## config.mk

```make
export PLATFORM = sky130hd
export DESIGN_NAME = axi4_wr_resp_tracker
export DESIGN_NICKNAME = d
export VERILOG_FILES = /design/src/rtl/axi4_wr_trk_pkg.sv /design/src/rtl/axi4_wr_trk_fifo.sv /design/src/rtl/axi4_wr_resp_tracker.sv
export SDC_FILE = /design/constraint.sdc
export NUM_CORES = 1
export LEC_CHECK = 0
export CORE_MARGIN = 2
export CORE_UTILIZATION = 40
export DETAILED_ROUTE_END_ITERATION = 7
export HOLD_SLACK_MARGIN = 0.02
export MAX_ROUTING_LAYER = met4
export PLACE_DENSITY = 0.63
export SLEW_MARGIN = 20
export SYNTH_ARGS = -nofsm -noshare
export SYNTH_HDL_FRONTEND = slang
export SYNTH_SLANG_ARGS = --single-unit
```

## constraint.sdc

```tcl
create_clock -name axi_aclk -period 3.4 [get_ports axi_aclk]
set_input_delay 0.34 -clock axi_aclk [delete_from_list [all_inputs] [get_ports axi_aclk]]
set_output_delay 0.34 -clock axi_aclk [all_outputs]
set_load 0.02 [all_outputs]
```

## src/rtl/axi4_wr_trk_pkg.sv

```systemverilog
// Shared types for the AXI4 write-response tracker.
// Entry widths are fixed here and sized to the default port widths.
package axi4_wr_trk_pkg;

  localparam int TRK_ID_W  = 4;
  localparam int TRK_LEN_W = 8;

  typedef enum logic [1:0] {
    OKAY   = 2'b00,
    EXOKAY = 2'b01,
    SLVERR = 2'b10,
    DECERR = 2'b11
  } resp_e;

  typedef struct packed {
    logic [TRK_ID_W-1:0]  id;
    logic [TRK_LEN_W-1:0] len;
  } trk_entry_t;

  typedef enum logic [1:0] {
    IDLE,
    WAIT,
    DONE
  } flush_st_e;

  function automatic logic resp_is_err(input resp_e r);
    return (r == SLVERR) || (r == DECERR);
  endfunction

endpackage

```

## src/rtl/axi4_wr_trk_fifo.sv

```systemverilog
// First-word-fall-through FIFO of expected write bursts.
// The caller gates push on full and pop on empty.
module axi4_wr_trk_fifo
  import axi4_wr_trk_pkg::*;
#(
  parameter int DEPTH = 16
) (
  input  logic                       clk,
  input  logic                       rst_n,
  input  logic                       push,
  input  logic                       pop,
  input  trk_entry_t                 din,
  output trk_entry_t                 dout,
  output logic [$clog2(DEPTH+1)-1:0] count,
  output logic                       full,
  output logic                       empty
);

  localparam int AW = $clog2(DEPTH);
  localparam int CW = $clog2(DEPTH+1);

  trk_entry_t     mem [DEPTH];
  logic [AW-1:0]  wptr;
  logic [AW-1:0]  rptr;

  always_ff @(posedge clk) begin
    if (push) mem[wptr] <= din;
  end

  always_ff @(posedge clk or negedge rst_n) begin
    if (!rst_n) begin
      wptr  <= '0;
      rptr  <= '0;
      count <= '0;
    end else begin
      if (push) wptr <= wptr + 1'b1;
      if (pop)  rptr <= rptr + 1'b1;
      unique case (1'b1)
        push && !pop: count <= count + 1'b1;
        pop && !push: count <= count - 1'b1;
        default:      count <= count;
      endcase
    end
  end

  assign dout  = mem[rptr];
  assign full  = (count == CW'(DEPTH));
  assign empty = (count == '0);

endmodule

```

## src/rtl/axi4_wr_resp_tracker.sv

```systemverilog
// Tracks outstanding AXI4 write bursts, checks B responses,
// throttles AW issue and signals flush completion.
module axi4_wr_resp_tracker
  import axi4_wr_trk_pkg::*;
#(
  parameter int IDSIZE = 4,
  parameter int LSIZE  = 8,
  parameter int DEPTH  = 16,
  parameter int CNT_W  = 32
) (
  input  logic                       axi_aclk,
  input  logic                       axi_aresetn,
  input  logic                       axi_awvalid,
  input  logic                       axi_awready,
  input  logic [IDSIZE-1:0]          axi_awid,
  input  logic [LSIZE-1:0]           axi_awlen,
  input  logic                       axi_bvalid,
  output logic                       axi_bready,
  input  logic [IDSIZE-1:0]          axi_bid,
  input  logic [1:0]                 axi_bresp,
  output logic                       aw_hold,
  input  logic                       flush,
  output logic                       flush_done,
  output logic [$clog2(DEPTH+1)-1:0] outstanding,
  output logic                       err_resp,
  output logic                       err_id,
  output logic                       err_unexp,
  output logic                       err_ovf,
  input  logic                       clr_err,
  output logic [CNT_W-1:0]           burst_cnt,
  output logic [CNT_W-1:0]           beat_cnt,
  output logic [CNT_W-1:0]           err_cnt
);

  localparam int CW = $clog2(DEPTH+1);

  logic          aw_hs;
  logic          b_hs;
  logic          push;
  logic          pop;
  logic          full;
  logic          empty;
  logic          bad_resp;
  logic          id_miss;
  trk_entry_t    din;
  trk_entry_t    head;
  logic [CW-1:0] cnt;
  logic [CW-1:0] cnt_nxt;
  flush_st_e     state;
  flush_st_e     state_nxt;

  assign aw_hs    = axi_awvalid & axi_awready;
  assign b_hs     = axi_bvalid & axi_bready;
  assign push     = aw_hs & ~full;
  assign pop      = b_hs & ~empty;
  assign bad_resp = b_hs & resp_is_err(resp_e'(axi_bresp));
  assign id_miss  = pop & (head.id != TRK_ID_W'(axi_bid));
  assign din      = '{id:  TRK_ID_W'(axi_awid),
                      len: TRK_LEN_W'(axi_awlen)};
  assign cnt_nxt  = cnt + CW'(push) - CW'(pop);

  axi4_wr_trk_fifo #(
    .DEPTH (DEPTH)
  ) u_fifo (
    .clk   (axi_aclk),
    .rst_n (axi_aresetn),
    .push  (push),
    .pop   (pop),
    .din   (din),
    .dout  (head),
    .count (cnt),
    .full  (full),
    .empty (empty)
  );

  assign outstanding = cnt;

  always_ff @(posedge axi_aclk or negedge axi_aresetn) begin
    if (!axi_aresetn) begin
      axi_bready <= 1'b0;
      aw_hold    <= 1'b0;
    end else begin
      axi_bready <= 1'b1;
      aw_hold    <= (cnt_nxt == CW'(DEPTH));
    end
  end

  // clear wins over a same-cycle set
  always_ff @(posedge axi_aclk or negedge axi_aresetn) begin
    if (!axi_aresetn) begin
      err_resp  <= 1'b0;
      err_id    <= 1'b0;
      err_unexp <= 1'b0;
      err_ovf   <= 1'b0;
    end else if (clr_err) begin
      err_resp  <= 1'b0;
      err_id    <= 1'b0;
      err_unexp <= 1'b0;
      err_ovf   <= 1'b0;
    end else begin
      err_resp  <= err_resp | bad_resp;
      err_id    <= err_id | id_miss;
      err_unexp <= err_unexp | (b_hs & empty);
      err_ovf   <= err_ovf | (aw_hs & full);
    end
  end

  always_ff @(posedge axi_aclk or negedge axi_aresetn) begin
    if (!axi_aresetn) begin
      burst_cnt <= '0;
      beat_cnt  <= '0;
      err_cnt   <= '0;
    end else begin
      if (pop) begin
        burst_cnt <= burst_cnt + 1'b1;
        beat_cnt  <= beat_cnt + CNT_W'(head.len) + CNT_W'(1);
      end
      if (bad_resp) err_cnt <= err_cnt + 1'b1;
    end
  end

  always_ff @(posedge axi_aclk or negedge axi_aresetn) begin
    if (!axi_aresetn) state <= IDLE;
    else              state <= state_nxt;
  end

  always_comb begin
    state_nxt = state;
    unique case (state)
      IDLE:    if (flush) state_nxt = WAIT;
      WAIT:    if (cnt == '0 && !push) state_nxt = DONE;
      DONE:    state_nxt = IDLE;
      default: state_nxt = IDLE;
    endcase
  end

  always_comb begin
    flush_done = (state == DONE);
  end

endmodule
```

---- Word-level counts from Yosys, hierarchy flattened ----
Memories as Yosys holds them, arrays and structs flattened.
Index checks and enable logic that the tools add are counted.
word-level totals
  flip-flop bits (word level) ............. 117
  memory bits (writable) .................. 192
  bits of input ports ..................... 25
  output and inout bits ................... 108
  word-level logic and storage cells ...... 67
  memories kept ........................... 1
operators by class
  $add $sub $neg .......................... 10
  eq/ne operators ......................... 9
  multiplexer cells ....................... 10
  bitwise logic cells ..................... 14
  reductions and logical operators ........ 10
memories
  name        words  bits a word  rd ports  clocked after Yosys merged registers in  wr ports  RTL line                RTL
  u_fifo.mem  16     12           1         0                                        1         axi4_wr_trk_fifo.sv:22  trk_entry_t mem [DEPTH];
operators with widths
  kind                                                                    count
  32-bit by 1-bit adder with 32-bit output (second input constant)        3
  32-bit by 8-bit adder with 32-bit output                                1
  5-bit equality test (second input constant)                             2
  5-bit case mux with 2 select lines                                      1
  4-bit by 1-bit adder with 4-bit output (second input constant)          2
  1-bit bitwise AND                                                       8
  2-bit equality test (second input constant)                             3
  1-bit 2-to-1 mux                                                        6
  5-bit by 1-bit adder with 5-bit output                                  1
  5-bit by 1-bit adder with 5-bit output (second input constant)          1
  5-bit zero test                                                         1
  5-bit by 1-bit subtractor with 5-bit output                             1
  5-bit by 1-bit subtractor with 5-bit output (second input constant)     1
  2-bit 2-to-1 mux                                                        2
  2-bit inequality test (second input constant)                           2
  4-bit inequality test                                                   1
  1-bit bitwise OR                                                        4
  2-bit case mux with 2 select lines                                      1
  1-bit logical AND                                                       3
  2-bit by 1-bit equality test with 1-bit output (second input constant)  1
  1-bit zero test                                                         2
  2-bit zero test                                                         1
  1-bit inverter                                                          2
  2-bit AND reduction                                                     1
  2 further kinds                                                         2

---- Depth between registers and ports, before layout ----
Gate-level depths: netlist (run 1).
  word-level depth ........................ 7
  mapped depth ............................ 15
  mapped depth without buffers ............ 14

---- By module ----
From an unflattened synthesis (run 1), not the netlist that was laid out.
second synthesis, totals
  cell total of the unflattened synthesis .. 858
  area, all modules ....................... 13153.9 sq um
by module, submodules not included
  module                instances  cells each  area each (sq um)  sequential area each (sq um)
  axi4_wr_trk_fifo      1          387         8114.0             6090.8
  axi4_wr_resp_tracker  1          471         5039.8             2602.5

---- Least setup slack after synthesis (run 1) ----
No wires, ideal clock.
  path kind ............................... reg-to-reg
  from .................................... reg u_fifo.rptr[0]
  to ...................................... reg beat_cnt[11]
  setup time .............................. 0.130 ns
  arrival ................................. 3.415 ns
  required time ........................... 3.270 ns
  path slack .............................. -0.146 ns
  stages on the path, launching flop included .. 12
  path buffers ............................ 3
  clock period less this slack ............ 3.546 ns
  cell sequence ........................... dfrtp_1 -> buf_2 -> buf_2 -> mux4_2 -> mux4_2 -> ha_1 -> o21ai_0 -> a21oi_1 -> o311a_1 -> clkbuf_1 -> o2111ai_1 -> xnor2_1
on the way
  word-level cells in the longest chain between the ends .. 3
ends and longest elaborated chain
  what                                      RTL line                     RTL
  start, declared                           axi4_wr_trk_fifo.sv:24       logic [AW-1:0] rptr;
  start signal, assigned                    axi4_wr_trk_fifo.sv:37       if (pop) rptr <= rptr + 1'b1;
  memory read 16 x 12 bit                   --
  32-bit by 8-bit adder with 32-bit output  axi4_wr_resp_tracker.sv:116  beat_cnt <= beat_cnt + CNT_W'(head.len) + CNT_W'(1);
  32-bit by 1-bit adder with 32-bit output  axi4_wr_resp_tracker.sv:116
  end signal, assigned                      axi4_wr_resp_tracker.sv:116
  end, declared                             axi4_wr_resp_tracker.sv:31   output logic [CNT_W-1:0] beat_cnt,
Every way passes these cells.
A chain may end at the register's enable or synchronous reset.

---- Worst setup path after layout (run 1) ----
  from .................................... reg u_fifo.rptr[0]
  to ...................................... reg beat_cnt[17]
The elaborated chain is that of the path after synthesis.

==> metrics.txt, run 1 <==
r2r endpoint=beat_cnt[17]$_DFFE_PN0N_; f_max=0.303 GHz; detailed-route wire length per cell=19.1 um; number of cells after detailed placement=1436; Worst setup EP type=flop; final count of pins violating max slew=0; DRC Markers=0; die extent in y=185 um; sequential share of the synthesized area=66.2%; Synth Register Bits=309; die width=185 um; critical hold path startpoint=flush; Final min period=3.30 ns; nets@finish=1087; top-area cell type share of the netlist area=43.9%; Clock H-tree levels=2; area grow syn2layout=26.7%; crit path from=u_fifo.rptr[0]$_DFFE_PN0N_; clock buffer depth=3; number of synthesized flops with an enable pin=192; ANT nets after route=0; Fin. Hold Viols=0; clk slew on worst S/H paths=0.06 ns; initial core utilization=40.5%; later-pin clock latency in the skew report=0.51 ns; RR Startpoint=u_fifo.rptr[0]$_DFFE_PN0N_; Max FO, Critical Path=12; GRT Util Overall=17.5%; Synth top cells by count=edfxtp_1 (192), dfrtp_1 (117), xnor2_1 (79); I/O pin count=133; CP startpoint kind=flop; DIE AREA=0.0343 sq mm; Synth Area in XOR/XNOR=7.00%; layout cells sized above 1=16.9%; power density cells=771 mW/mm^2; CP required=3.84 ns; initial antenna violation count=1; VDD IR max=0.410 mV; max-capacitance violation count=0; Clock Root Buffer=clkbuf_16; Final period util=97.1%; CP arrival=3.74 ns; total chip power=0.0128 W; Hold Path Stages=3; std cell rows=66; IO Port Bufs=131; Worst Clk Skew=0.0140 ns; top_reg_cell synth=edfxtp_1; unrepaired setup endpoints after global routing=yes; core area=0.0325 sq mm; number of CTS-inserted buffers=34; synth top area cells=edfxtp_1 (44%), dfrtp_1 (22%), mux4_2 (8.7%), xnor2_1 (5.3%), ha_1 (2.4%); cell taking the most area after synthesis=edfxtp_1; Sink Count=309; worst hold path type=primary input to flop; grt total ovfl=0; CTS tree=yes; post-synthesis compound-gate area fraction=3.29%; Crit Path Class=flop to flop; library cells used by synthesis=52; Leak Pwr=6.24 nW; most common cell in the netlist=edfxtp_1; via count=7671; slew of the pin with the lowest slew margin=0.902 ns; HPWL after detailed placement=19000 um; via density per instance=5.11; final setup violation count=0; first-pass detailed-route iteration total=5; mux contribution to synthesized area=10.3%; status=completed; Netlist Area Pre-Place=0.0131 sq mm; largest family of logic cells by synthesized area=multiplexers; final cell count without fillers=1502; final WL=28700 um; 1st-iter DRT viols=592; cell count after synthesis=837; hold endpoint=state[0]$_DFFE_PN0P_; Syn Nets=890; simple-gate portion of the synthesized area=8.71%; largest net degree at the start of global routing=67; GPL Wtd Cong=0.779; flop-to-flop setup slack=0.1 ns; vias in the first global route=7609; first-pass GRT wire length=44300 um; Slew headroom=39.9%; post-synthesis adder-cell area fraction=2.84%; Final Util=51.3%; reg2reg path depth=12; Async S/R FF share, synth=37.9%; Mean Syn Cell Area=15.7 sq um; yosys warns=0
## cells in the final DEF (no fill, tap or decap), types with 6 or more instances in the layout
master	synthesis	final
and2_1	6	6
edfxtp_1	192	192
nand4_1	24	24
dfrtp_1	117	116
clkbuf_16	0	38
and4_1	7	7
clkdlybuf4s50_1	0	130
nand2b_1	6	6
ha_1	25	23
o21ai_0	13	10
nor2_1	37	37
and3_1	23	23
nor3_1	14	10
buf_4	0	46
mux2i_1	8	8
clkbuf_1	12	7
xor2_1	26	26
a21oi_1	10	9
xnor2_1	79	79
buf_12	0	7
clkinv_1	0	6
nand2_1	55	55
inv_1	25	25
mux4_2	51	51
nand3_1	23	23
## worst max-delay path by stage
stage | end | slack, ns | depth (start not counted)
after floorplan | beat_cnt[18]$_DFFE_PN0N_ | 0.02 | 11
after global placement | beat_cnt[20]$_DFFE_PN0N_ | -0.007 | 13
after detailed placement | beat_cnt[6]$_DFFE_PN0N_ | -0.08 | 12
after CTS | beat_cnt[19]$_DFFE_PN0N_ | 0.01 | 11
after global routing | beat_cnt[17]$_DFFE_PN0N_ | -0.06 | 12
final | beat_cnt[17]$_DFFE_PN0N_ | 0.1 | 12
## registers in the layout, summed over array words and instances (netlist names)
name / count
u_fifo.mem: 192
burst_cnt: 32
axi_bready: 1
err_resp: 1
beat_cnt: 32
u_fifo.wptr: 4
state: 2
u_fifo.rptr: 4
err_unexp: 1
u_fifo.count: 5
aw_hold: 1
err_cnt: 32
err_id: 1
err_ovf: 1
## per-stage QoR
| step | setup WS (ns) | setup TNS (ns) | instance area (sq um) | hold WS (ns) |
|---|---|---|---|---|
| final | 0.0994 | 0 | 16600 | 0.416 |
| after global routing | -0.0629 | -0.579 | 16600 | 0.441 |
| after CTS | 0.0102 | 0 | 16500 | 0.397 |
| after detailed placement | -0.0831 | -0.537 | 15400 | 0.433 |
| after global placement | -0.00663 | -0.00845 | 15400 | 0.428 |
| after floorplan | 0.0228 | 0 | 13100 | 0.0444 |
## cells by family (layout without fill, tap and decap cells)
family | Yosys count | after routing
buffers and inverters | 51 | 273
multiplexers | 66 | 66
AND/OR/NAND/NOR | 216 | 216
adder cells (fa/ha/maj) | 28 | 28
other | 1 | 2
AO/OA/AOI/OAI | 61 | 61
flip-flops | 309 | 309
XOR/XNOR | 105 | 105
## metal layers
metal | track usage, % | vias up | wire length, um
li1 | - | 3551 | -
met1 | 24.5 | 3838 | 13000
met2 | 26.1 | 235 | 13100
met3 | 3.52 | 47 | 1980
met4 | 4.41 | 0 | 560
met5 | - | - | 0
## critical path, cell delays in order, from the launching register on
cell,delay [ns]
dfrtp_2,0.46
clkbuf_16,0.20
mux4_2,0.53
mux4_2,0.53
inv_1,0.09
ha_1,0.18
nor2b_1,0.06
o21ai_1,0.17
a21oi_1,0.12
o311a_1,0.38
buf_12,0.16
o2111ai_1,0.21
xnor2_1,0.14
## report_power, final
part / total (W) / internal (W) / switching, W
sequential: 0.00471 / 0.00434 / 0.000373
clock: 0.00378 / 0.00233 / 0.00145
combinational: 0.00434 / 0.00219 / 0.00216
## cell type report
cell class | instances | area, sq um
antenna | 1 | 2.50
clock buffer | 46 | 980
clock inverter | 15 | 179
fill | 2715 | 15800
inverter | 25 | 93.8
multi-input combinational | 477 | 4300
sequential | 309 | 8690
tap | 442 | 553
timing repair buffer | 187 | 1840
## what timing repair did
action	in CTS	in global routing
pin swaps	0	1
hold buffers	1	0
setup buffers	0	2
setup endpoints to repair	11	23
hold endpoints to repair	65	0
gates resized for setup	1	12
gates cloned	0	1
No activity file was read; power rests on OpenSTA's default activity.
==> inputs of run 2 (changes only) <==
--- a/config.mk
+++ b/config.mk
@@ -10,7 +10,7 @@
 export DETAILED_ROUTE_END_ITERATION = 7
 export HOLD_SLACK_MARGIN = 0.02
 export MAX_ROUTING_LAYER = met4
-export PLACE_DENSITY = 0.63
+export SETUP_SLACK_MARGIN = 0.15
 export SLEW_MARGIN = 20
 export SYNTH_ARGS = -nofsm -noshare
 export SYNTH_HDL_FRONTEND = slang
==> run 2 against run 1 <==
Effect of this change: critical path depth fell by 2; clock-buffer cell count unchanged; maximum frequency fell by 0.19%; cell area up 1.1%; sequential share of layout area is 0.58 points lower; critical endpoint is now beat_cnt[19]$_DFFE_PN0N_; clock power shrank 4%; largest power group is now combinational cells.
==> metrics.txt, run 2 (synthesis results as in run 1) <==
via count=7712; status=completed; Switch Pwr=0.00405 W; layout filler cell count=2701; worst hold path type=primary input to async pin; grt total ovfl=0; first-pass GRT wire length=44300 um; CP max stage cell=mux4_2; I/O pin count=133; Fin. Hold Viols=0; ANT nets after route=0; HPWL after detailed placement=19100 um; FF+latch area=0.00870 sq mm; core area=0.0325 sq mm; GPL Wtd Cong=0.772; Clock Root Buffer=clkbuf_16; later-pin clock latency in the skew report=0.52 ns; most frequent cells in the layout=edfxtp_1 (192), clkdlybuf4s50_1 (130), dfrtp_1 (115); proportion of power drawn by flip-flops and latches=36.0%; power density cells=775 mW/mm^2; layout cells sized above 1=19.2%; Clock H-tree levels=2; final setup violation count=0; slew of the pin with the lowest slew margin=0.750 ns; commonest non-fill, non-tap cell in the layout=edfxtp_1; via density per instance=5.09; Final period util=97.3%; final cell count without fillers=1514; final WL=28400 um; initial core utilization=40.5%; Multi-input gate area=0.00443 sq mm; CP required=3.82 ns; largest net degree at the start of global routing=51; reg2reg path depth=10; GRT Util Overall=17.4%; Worst Clk Skew=0.0221 ns; Power Internal=0.00900 W; initial antenna violation count=2; max reg flops=192; number of CTS-inserted buffers=34; max-capacitance violation count=0; Gate power share=36.1%; die width=185 um; number of cells after detailed placement=1440; critical path cell sequence=buf_12, buf_6, mux4_2, mux4_2, ha_4, a211o_1, o311a_1, buf_12, o2111ai_1, xnor2_1; Max FO, Critical Path=12; delay of the slowest critical-path stage=0.55 ns; DRC Markers=0; CP startpoint kind=flop; Setup TNS=0 ns; std cell rows=66; unrepaired setup endpoints after global routing=yes; Worst path depth=10; nets@finish=1098; clock share of power=27.8%; Sink Count=309; first-pass detailed-route iteration total=4; Crit Path Class=flop to flop; area grow syn2layout=28.2%; Final min period=3.31 ns; sw frac=31.0%; 1st-iter DRT viols=436; f_max=0.302 GHz; CTS tree=yes; detailed-route wire length per cell=18.8 um; clock buffer depth=3; VDD IR max=0.375 mV; vias in the first global route=7772; Worst setup EP type=flop; CP Buf/Inv Count=3; Leak Pwr=6.33 nW; CP arrival=3.73 ns; die extent in y=185 um; kind of cell adding the most delay to the critical path=multiplexers; final count of pins violating max slew=0; DIE AREA=0.0343 sq mm; clk slew on worst S/H paths=0.06 ns; IO Port Bufs=131; Slew headroom=49.8%; Most flops, register=u_fifo.mem
-- run 2: stage by stage --
step	hold WS [ns]	power [W]	setup WS (ns)	utilization (%)	instance area, sq um
floorplan	0.0444	0.00746	0.157	-	13200
global placement	0.384	0.00896	-0.0459	47.5	15400
detailed placement	0.380	0.00900	-0.0641	47.5	15400
CTS	0.386	0.0128	0.132	51.1	16600
global route	0.430	0.0138	-0.00163	51.9	16800
finish	0.390	0.0130	0.0932	51.9	16800
-- run 2: final cells by class --
cell class              instances  share of cell area (%)
flip-flops and latches        309                    51.6
multi-input cells             477                    26.3
repair buffers                198                    11.6
well taps                     442                    3.28
clock inverters                15                    1.12
diodes                          2                  0.0297
clock buffers                  46                    5.44
inverters                      25                   0.557
-- run 2: routing by layer --
| layer | global-route usage, % | part of all wire (%) | vias to the layer above |
|---|---|---|---|
| met4 | 3.75 | 1.1 | 0 |
| met3 | 3.87 | 6.0 | 26 |
| met2 | 27.8 | 48 | 189 |
| met1 | 23.0 | 45 | 3914 |
| met5 | - | 0 | - |
| li1 | - | - | 3583 |
-- run 2: worst paths after layout --
| path | startpoint | endpoint | slack (ns) |
|---|---|---|---|
| setup / recovery | u_fifo.rptr[0]$_DFFE_PN0N_ | beat_cnt[19]$_DFFE_PN0N_ | 0.09 |
| hold / removal | axi_aresetn | u_fifo.rptr[0]$_DFFE_PN0N_ | 0.39 |
| setup reg to reg | u_fifo.rptr[0]$_DFFE_PN0N_ | beat_cnt[19]$_DFFE_PN0N_ | 0.09 |
| hold reg to reg | state[1]$_DFFE_PN0P_ | state[0]$_DFFE_PN0P_ | 0.44 |
| max in group asynchronous | axi_aresetn | beat_cnt[7]$_DFFE_PN0N_ | 2.22 |
| min in group axi_aclk | state[1]$_DFFE_PN0P_ | state[0]$_DFFE_PN0P_ | 0.44 |
-- run 2: worst reg2reg max path, cell delays in order (launching register included) --
cell,delay [ns]
dfrtp_2,0.50
buf_12,0.17
buf_6,0.10
mux4_2,0.50
mux4_2,0.55
ha_4,0.25
a211o_1,0.26
o311a_1,0.37
buf_12,0.16
o2111ai_1,0.21
xnor2_1,0.14
-- run 2: repair_timing --
item                                    CTS  global route
setup buffers                             4             5
endpoints found under the hold margin    41             0
resized for setup                         5            31
cloned                                    0             1
pin swaps                                 0             7
hold buffers                              1             0
endpoints found under the setup margin   25            27
-- run 2: power by group through the flow --
stage,Clock (W),Sequential (W),Combinational [W]
detailed placement,0,0.00476,0.00424
global placement,0,0.00475,0.00422
finish,0.00363,0.00470,0.00472
global route,0.00390,0.00476,0.00516
CTS,0.00372,0.00469,0.00437
floorplan,0,0.00484,0.00262
